File: config.mk
export PLATFORM = sky130hd
export DESIGN_NAME = writeback_arbiter
export DESIGN_NICKNAME = d
export VERILOG_FILES = /design/src/rtl/writeback_arbiter.sv
export SDC_FILE = /design/constraint.sdc
export NUM_CORES = 1
export LEC_CHECK = 0
export BUFFER_PORTS_ARGS = -buffer_cell sky130_fd_sc_hd__buf_2
export CORE_AREA = 2 2 208 210
export CTS_CLUSTER_DIAMETER = 120
export DETAILED_ROUTE_END_ITERATION = 12
export DIE_AREA = 0 0 210 212
export SYNTH_ARGS = -nofsm -noshare
export SYNTH_HDL_FRONTEND = slang
export SYNTH_SLANG_ARGS = --single-unit
File: constraint.sdc
create_clock -name clk -period 14.22 [get_ports clk]
set_input_delay 2.844 -clock clk [delete_from_list [all_inputs] [get_ports clk]]
set_output_delay 2.844 -clock clk [all_outputs]
set_load 0.005 [all_outputs]
File: src/rtl/writeback_arbiter.sv
// Register-file write-port producer: merges ALU results (buffered in a small FIFO)
// and load results into one registered write per cycle, with bypass to decode.
module writeback_arbiter #(
    parameter int DATA_W     = 32,
    parameter int ADDR_W     = 5,
    parameter int FIFO_DEPTH = 4
) (
    input  logic                          clk,
    input  logic                          rst,
    input  logic                          alu_valid,
    output logic                          alu_ready,
    input  logic [ADDR_W-1:0]             alu_rd,
    input  logic [DATA_W-1:0]             alu_data,
    input  logic                          mem_valid,
    output logic                          mem_ready,
    input  logic [ADDR_W-1:0]             mem_rd,
    input  logic [DATA_W-1:0]             mem_data,
    output logic [ADDR_W-1:0]             rd,
    output logic [DATA_W-1:0]             write_data,
    output logic                          reg_write,
    input  logic [ADDR_W-1:0]             rs1,
    input  logic [ADDR_W-1:0]             rs2,
    output logic                          fwd1_hit,
    output logic [DATA_W-1:0]             fwd1_data,
    output logic                          fwd2_hit,
    output logic [DATA_W-1:0]             fwd2_data,
    output logic [$clog2(FIFO_DEPTH):0]   fifo_count
);

    localparam int PTR_W = $clog2(FIFO_DEPTH);
    localparam int CNT_W = PTR_W + 1;

    logic [ADDR_W-1:0] fifo_rd_q   [FIFO_DEPTH];
    logic [ADDR_W-1:0] fifo_rd_d   [FIFO_DEPTH];
    logic [DATA_W-1:0] fifo_data_q [FIFO_DEPTH];
    logic [DATA_W-1:0] fifo_data_d [FIFO_DEPTH];
    logic [PTR_W-1:0]  head_q, head_d;
    logic [PTR_W-1:0]  tail_q, tail_d;
    logic [CNT_W-1:0]  count_q, count_d;
    logic [ADDR_W-1:0] rd_q, rd_d;
    logic [DATA_W-1:0] write_data_q, write_data_d;
    logic              reg_write_q, reg_write_d;

    logic pop;
    logic push;
    logic mem_take;

    always_comb begin
        pop       = (count_q != '0);
        alu_ready = (count_q < CNT_W'(FIFO_DEPTH)) || pop;
        // Loads wait behind every older ALU result so WAW order is kept.
        mem_ready = (count_q == '0);
        push      = alu_valid && alu_ready;
        mem_take  = mem_valid && mem_ready;

        fifo_rd_d    = fifo_rd_q;
        fifo_data_d  = fifo_data_q;
        head_d       = head_q;
        tail_d       = tail_q;
        count_d      = count_q;
        rd_d         = rd_q;
        write_data_d = write_data_q;
        reg_write_d  = 1'b0;

        if (push) begin
            fifo_rd_d[tail_q]   = alu_rd;
            fifo_data_d[tail_q] = alu_data;
            tail_d              = tail_q + PTR_W'(1);
        end

        if (pop) begin
            rd_d         = fifo_rd_q[head_q];
            write_data_d = fifo_data_q[head_q];
            reg_write_d  = (fifo_rd_q[head_q] != '0);
            head_d       = head_q + PTR_W'(1);
        end else if (mem_take) begin
            rd_d         = mem_rd;
            write_data_d = mem_data;
            reg_write_d  = (mem_rd != '0);
        end

        case ({push, pop})
            2'b10:   count_d = count_q + CNT_W'(1);
            2'b01:   count_d = count_q - CNT_W'(1);
            default: count_d = count_q;
        endcase
    end

    always_ff @(posedge clk or posedge rst) begin
        if (rst) begin
            fifo_rd_q    <= '{default: '0};
            fifo_data_q  <= '{default: '0};
            head_q       <= '0;
            tail_q       <= '0;
            count_q      <= '0;
            rd_q         <= '0;
            write_data_q <= '0;
            reg_write_q  <= 1'b0;
        end else begin
            fifo_rd_q    <= fifo_rd_d;
            fifo_data_q  <= fifo_data_d;
            head_q       <= head_d;
            tail_q       <= tail_d;
            count_q      <= count_d;
            rd_q         <= rd_d;
            write_data_q <= write_data_d;
            reg_write_q  <= reg_write_d;
        end
    end

    // Scan oldest to youngest so the tail-most FIFO match overrides the output stage.
    logic [PTR_W-1:0] idx;

    always_comb begin
        fwd1_hit  = 1'b0;
        fwd1_data = '0;
        fwd2_hit  = 1'b0;
        fwd2_data = '0;
        idx       = head_q;

        if (reg_write_q && (rs1 != '0) && (rd_q == rs1)) begin
            fwd1_hit  = 1'b1;
            fwd1_data = write_data_q;
        end
        if (reg_write_q && (rs2 != '0) && (rd_q == rs2)) begin
            fwd2_hit  = 1'b1;
            fwd2_data = write_data_q;
        end

        for (int i = 0; i < FIFO_DEPTH; i++) begin
            idx = head_q + PTR_W'(i);
            if (CNT_W'(i) < count_q) begin
                if ((rs1 != '0) && (fifo_rd_q[idx] == rs1)) begin
                    fwd1_hit  = 1'b1;
                    fwd1_data = fifo_data_q[idx];
                end
                if ((rs2 != '0) && (fifo_rd_q[idx] == rs2)) begin
                    fwd2_hit  = 1'b1;
                    fwd2_data = fifo_data_q[idx];
                end
            end
        end
    end

    assign rd         = rd_q;
    assign write_data = write_data_q;
    assign reg_write  = reg_write_q;
    assign fifo_count = count_q;

endmodule

Word-level counts from Yosys, hierarchy flattened
Cells that the tools add are included.
{"block": "classes", "reduce_logical": 24, "bitwise": 5, "n_eq_ne": 12, "n_mux": 73, "magnitude_cmp": 11, "add_sub_neg": 6}
{"cell": "32-bit 2-to-1 mux", "count": 29}
{"cell": "32-bit binary-select mux with 2-bit select", "count": 4}
{"cell": "128-bit bitwise mux", "count": 1}
{"cell": "32-bit demux with 2-bit select", "count": 1}
{"cell": "5-bit 2-to-1 mux", "count": 11}
{"cell": "5-bit equality test", "count": 10}
{"cell": "5-bit binary-select mux with 2-bit select", "count": 4}
{"cell": "20-bit bitwise mux", "count": 1}
{"cell": "1-bit 2-to-1 mux", "count": 20}
{"cell": "5-bit nonzero test", "count": 4}
{"cell": "3-bit >= comparator (second input constant)", "count": 5}
{"cell": "1-bit logical AND", "count": 15}
{"cell": "2-bit NOT with 3-bit output", "count": 5}
{"cell": "5-bit demux with 2-bit select", "count": 1}
{"cell": "1-bit by 3-bit < comparator with 1-bit output (first input constant)", "count": 2}
{"cell": "2-bit by 3-bit < comparator with 1-bit output (first input constant)", "count": 2}
{"cell": "3-bit one-hot mux with 2 select lines", "count": 1}
{"cell": "2-bit by 1-bit adder with 2-bit output (second input constant)", "count": 2}
{"cell": "2-bit adder (second input constant)", "count": 2}
{"cell": "2-bit nonzero test", "count": 2}
{"cell": "3-bit by 1-bit adder with 3-bit output (second input constant)", "count": 1}
{"cell": "3-bit logical NOT", "count": 1}
{"cell": "3-bit by 1-bit < comparator with 1-bit output (second input constant)", "count": 1}
{"cell": "3-bit < comparator (second input constant)", "count": 1}
{"cell": "5 further kinds", "count": 5}
{"block": "word_totals", "register_bits": 193, "output_inout_bits": 109, "in_bits": 88, "elab_cells": 145}

Logic depth before layout (Yosys ltp)
{"block": "depth", "depth_word": 14, "ltp_mapped": 13}

Least setup slack after synthesis
No wires, ideal clock.
{"block": "synth_path", "kind": "in2out", "from": "in rs2[1]", "to": "out fwd2_data[26]", "stages": 9, "required_ns": 11.376, "path_buffers": 2, "path_slack_ns": 6.336, "arrival_time_ns": 5.040, "path_cell_list": "clkbuf_1 > or4_1 > nor2_1 > a211oi_1 > nand4_1 > nor2_1 > buf_2 > a221o_1 > a211o_1"}
{"block": "synth_via", "elab_chain_cells": 12}
{"item": "start: declaration", "line_no": "22", "rtl": "input logic [ADDR_W-1:0] rs2,"}
{"item": "5-bit nonzero test", "line_no": "125, 137"}
{"item": "1-bit logical AND (2 in series)", "line_no": "125", "rtl": "if (reg_write_q && (rs2 != '0) && (rd_q == rs2)) begin"}
{"item": "32-bit 2-to-1 mux", "line_no": "125"}
{"item": "32-bit 2-to-1 mux", "line_no": "137", "rtl": "if ((rs2 != '0) && (fifo_rd_q[idx] == rs2)) begin"}
{"item": "32-bit 2-to-1 mux", "line_no": "132", "rtl": "if (CNT_W'(i) < count_q) begin"}
{"item": "32-bit 2-to-1 mux", "line_no": "137"}
{"item": "32-bit 2-to-1 mux", "line_no": "132"}
{"item": "32-bit 2-to-1 mux", "line_no": "137"}
{"item": "32-bit 2-to-1 mux", "line_no": "132"}
{"item": "32-bit 2-to-1 mux", "line_no": "137"}
{"item": "32-bit 2-to-1 mux (*)", "line_no": "132"}
{"item": "end: declaration", "line_no": "26", "rtl": "output logic [DATA_W-1:0] fwd2_data,"}
Every way passes the cells marked *; elsewhere a longest branch is shown, timed or not.

Final worst setup path
{"block": "layout_path", "from": "in rs2[3]", "to": "out fwd2_data[26]"}
The elaborated chain is that of the path after synthesis.

==> impl_metrics.env <==
export IMPL_outcome="finished clean"
export IMPL_cts_repair_resize_count=0
export IMPL_antenna_left=0
export IMPL_synthAdderAreaFrac=0.00767
export IMPL_vias_per_cell=5.59
export IMPL_synth_nets=1726
export IMPL_track_usage=0.228
export IMPL_synth_edff_count=0
export IMPL_async_flop_share=1.00
export IMPL_cts_tree="done"
export IMPL_worst_slack_ps=5390
export IMPL_wl_um=51000
export IMPL_path_max_fanout=35
export IMPL_htreeDepth=4
export IMPL_setup_worst_path_end_class="output port"
export IMPL_final_cells=2292
export IMPL_yosys_area_share_simple=0.136
export IMPL_synth_compound_area_share=0.152
export IMPL_post_place_cells=2255
export IMPL_pre_cts_ws_ps=5430
export IMPL_gp_congestion=0.890
export IMPL_final_nets=1825
export IMPL_p_total_w=0.00453
export IMPL_critPathArrivalTime_ps=5990
export IMPL_min_path_type="reg2reg"
export IMPL_worstSkewPairLatency_ps=460
export IMPL_synth_top_family_by_area="multiplexers"
export IMPL_peakVddDrop_mv=0.107
export IMPL_grt_max_degree=119
export IMPL_cts_root_buf="clkbuf_16"
export IMPL_synthXorXnorAreaFrac=0.0340
export IMPL_yosysSeqAreaShare=0.329
export IMPL_cts_sinks=193
export IMPL_start_util=0.345
export IMPL_final_hold_viol_count=0
export IMPL_cts_setup_buffers=0
export IMPL_grt_pass1_wl_um=77000
export IMPL_ys_warn_count=0
export IMPL_drtPass1Iterations=5
export IMPL_synthMuxAreaShare=0.274
export IMPL_syn_area_um2=14700
export IMPL_slew_headroom=0.215
export IMPL_cts_buffers=17
export IMPL_clock_skew_ps=9.62
export IMPL_avgSynthCellArea_um2=9.01
export IMPL_finish_utilization=0.389
export IMPL_io_pins=197
export IMPL_cts_buffer_depth=2
export IMPL_grt_pass1_vias=12013
export IMPL_syn_inst=1629
export IMPL_die_area_um2=44500
export IMPL_slew_viol_final=0
export IMPL_grt_overflow_total=0
export IMPL_drt_iter0_markers=1064
export IMPL_regArea_um2=4840
export IMPL_critPathKind="in2out"
export IMPL_tns_ps=0
export IMPL_detail_route_wl_per_cell_um=22.3
export IMPL_cts_hold_buf=0
export IMPL_drv_cap=0
export IMPL_synth_top_cell_area_share=0.329
export IMPL_fill_cells=4229
export IMPL_clk_pin_slew_ps=80
export IMPL_drive_gt1_frac=0.287
export IMPL_critPathRequiredTime_ps=11380
export IMPL_start_kind="input port"
export IMPL_drc=0
export IMPL_dr_total_vias=12804
export IMPL_multi_input_comb_area_um2=8910
export IMPL_rsz0062_at_grt="no"
export IMPL_period_needed_ps=8830
export IMPL_fin_crit_sh=0.621
export IMPL_cellLeakagePower_nw=7.78
export IMPL_fp_dieW_um=210
export IMPL_rows=76
export IMPL_ys_flop_type="dfrtp_1"
export IMPL_io_buffers=195
export IMPL_setup_violations=0
export IMPL_synth_top_cell_by_area="dfrtp_1"
export IMPL_yosysUniqueCellTypes=54
export IMPL_fp_dieH_um=212
export IMPL_max_freq_mhz=113
export IMPL_antenna_found_initial=15
export IMPL_tightest_slew_ps=1180
export IMPL_final_common_cell="mux2_2"
export IMPL_dp_hpwl_um=36700
export IMPL_cellPowerDensity_nw_per_um2=274
export IMPL_coreArea_um2=42500
export IMPL_synthToLayoutAreaGrowth_pct=12.6
export IMPL_ys_ff_latch=193
export IMPL_final_cell_mix="mux2_2 (210), buf_2 (195), dfrtp_1 (191)"
export IMPL_synth_area_leaders="dfrtp_1 (33%), mux2_2 (16%), mux2i_1 (8.5%), nor2_1 (4.4%), nand2_1 (3.6%)"
-- final timing paths --
| check | startpoint | endpoint | slack (ps) | cells past startpoint |
|---|---|---|---|---|
| worst min-delay path | fifo_data_q[56]$_DFFE_PP0P_ | fifo_data_q[56]$_DFFE_PP0P_ | 530 | 1 |
| min in group asynchronous | rst | tail_q[0]$_DFFE_PP0P_ | 2510 | 2 |
| max in group asynchronous | rst | head_q[1]$_DFFE_PP0N_ | 10000 | 3 |
| worst min register to register | fifo_data_q[56]$_DFFE_PP0P_ | fifo_data_q[56]$_DFFE_PP0P_ | 530 | 1 |
| worst max register to register | head_q[1]$_DFFE_PP0N_ | write_data[24]$_DFFE_PP0P_ | 10520 | 7 |
| worst max-delay path | rs2[3] | fwd2_data[26] | 5390 | 9 |
-- worst max-delay path, cell delays in order --
cell     delay (ps)
buf_2           160
xnor2_1         160
or4_1           580
mux2i_4         160
buf_4           430
a21o_1          970
a21oi_1          90
a211o_1         390
buf_2           150
-- logic make-up (layout without fill, tap and decap cells) --
kind of cell	after synthesis	after routing
AO/OA/AOI/OAI	332	332
XOR/XNOR	57	57
adder cells (fa/ha/maj)	9	9
buffers and inverters	235	347
flip-flops	193	193
multiplexers	353	353
other	1	6
AND/OR/NAND/NOR	449	449
-- power breakdown --
group | internal [W] | switching (W)
clock network | 0.000233 | 0.000241
registers | 0.000841 | 0.000318
logic | 0.00122 | 0.00168
total | 0.00229 | 0.00224
-- layout make-up --
type                       count  share of cell area
tap                          546              0.0413
multi-input combinational   1201               0.539
timing repair buffer         217              0.0690
clock buffer                  18              0.0260
inverter                      98              0.0228
clock inverter                14             0.00840
sequential                   193               0.293
antenna                        5            0.000757
-- flip-flops by register name, indices dropped and copies added (netlist names) --
name and cells:
fifo_data_q 128, tail_q 2, write_data 32, fifo_rd_q 20, fifo_count 3, head_q 2, rd 5, reg_write 1
-- synth_stat cells (all sizes together), types with 31 or more instances --
library cell and n:
nor2 171, nand3 46, mux2 210, buf 53, inv 96, clkbuf 84
xnor2 31, mux2i 125, a31oi 32, o21ai 78, nand2 141, o221ai 31
dfrtp 193, a21oi 79
-- through the flow --
stage	instance area (µm²)	hold slack, ps
after detailed placement	15900	513
after global placement	15900	501
after CTS	16500	531
after global routing	16500	544
final	16500	529
after floorplan	14700	488
-- per-layer routing --
layer  track usage  part of all wire  wire, µm  vias to the layer above
met4        0.0719             0.026      1310                       20
met1         0.333              0.48     24500                     6249
met2         0.330              0.41     21200                      468
li1              -                 -         -                     5992
met5             0            0.0024       124                        -
met3        0.0563             0.077      3950                       75
Note: power is estimated with default switching activity, not from simulation.
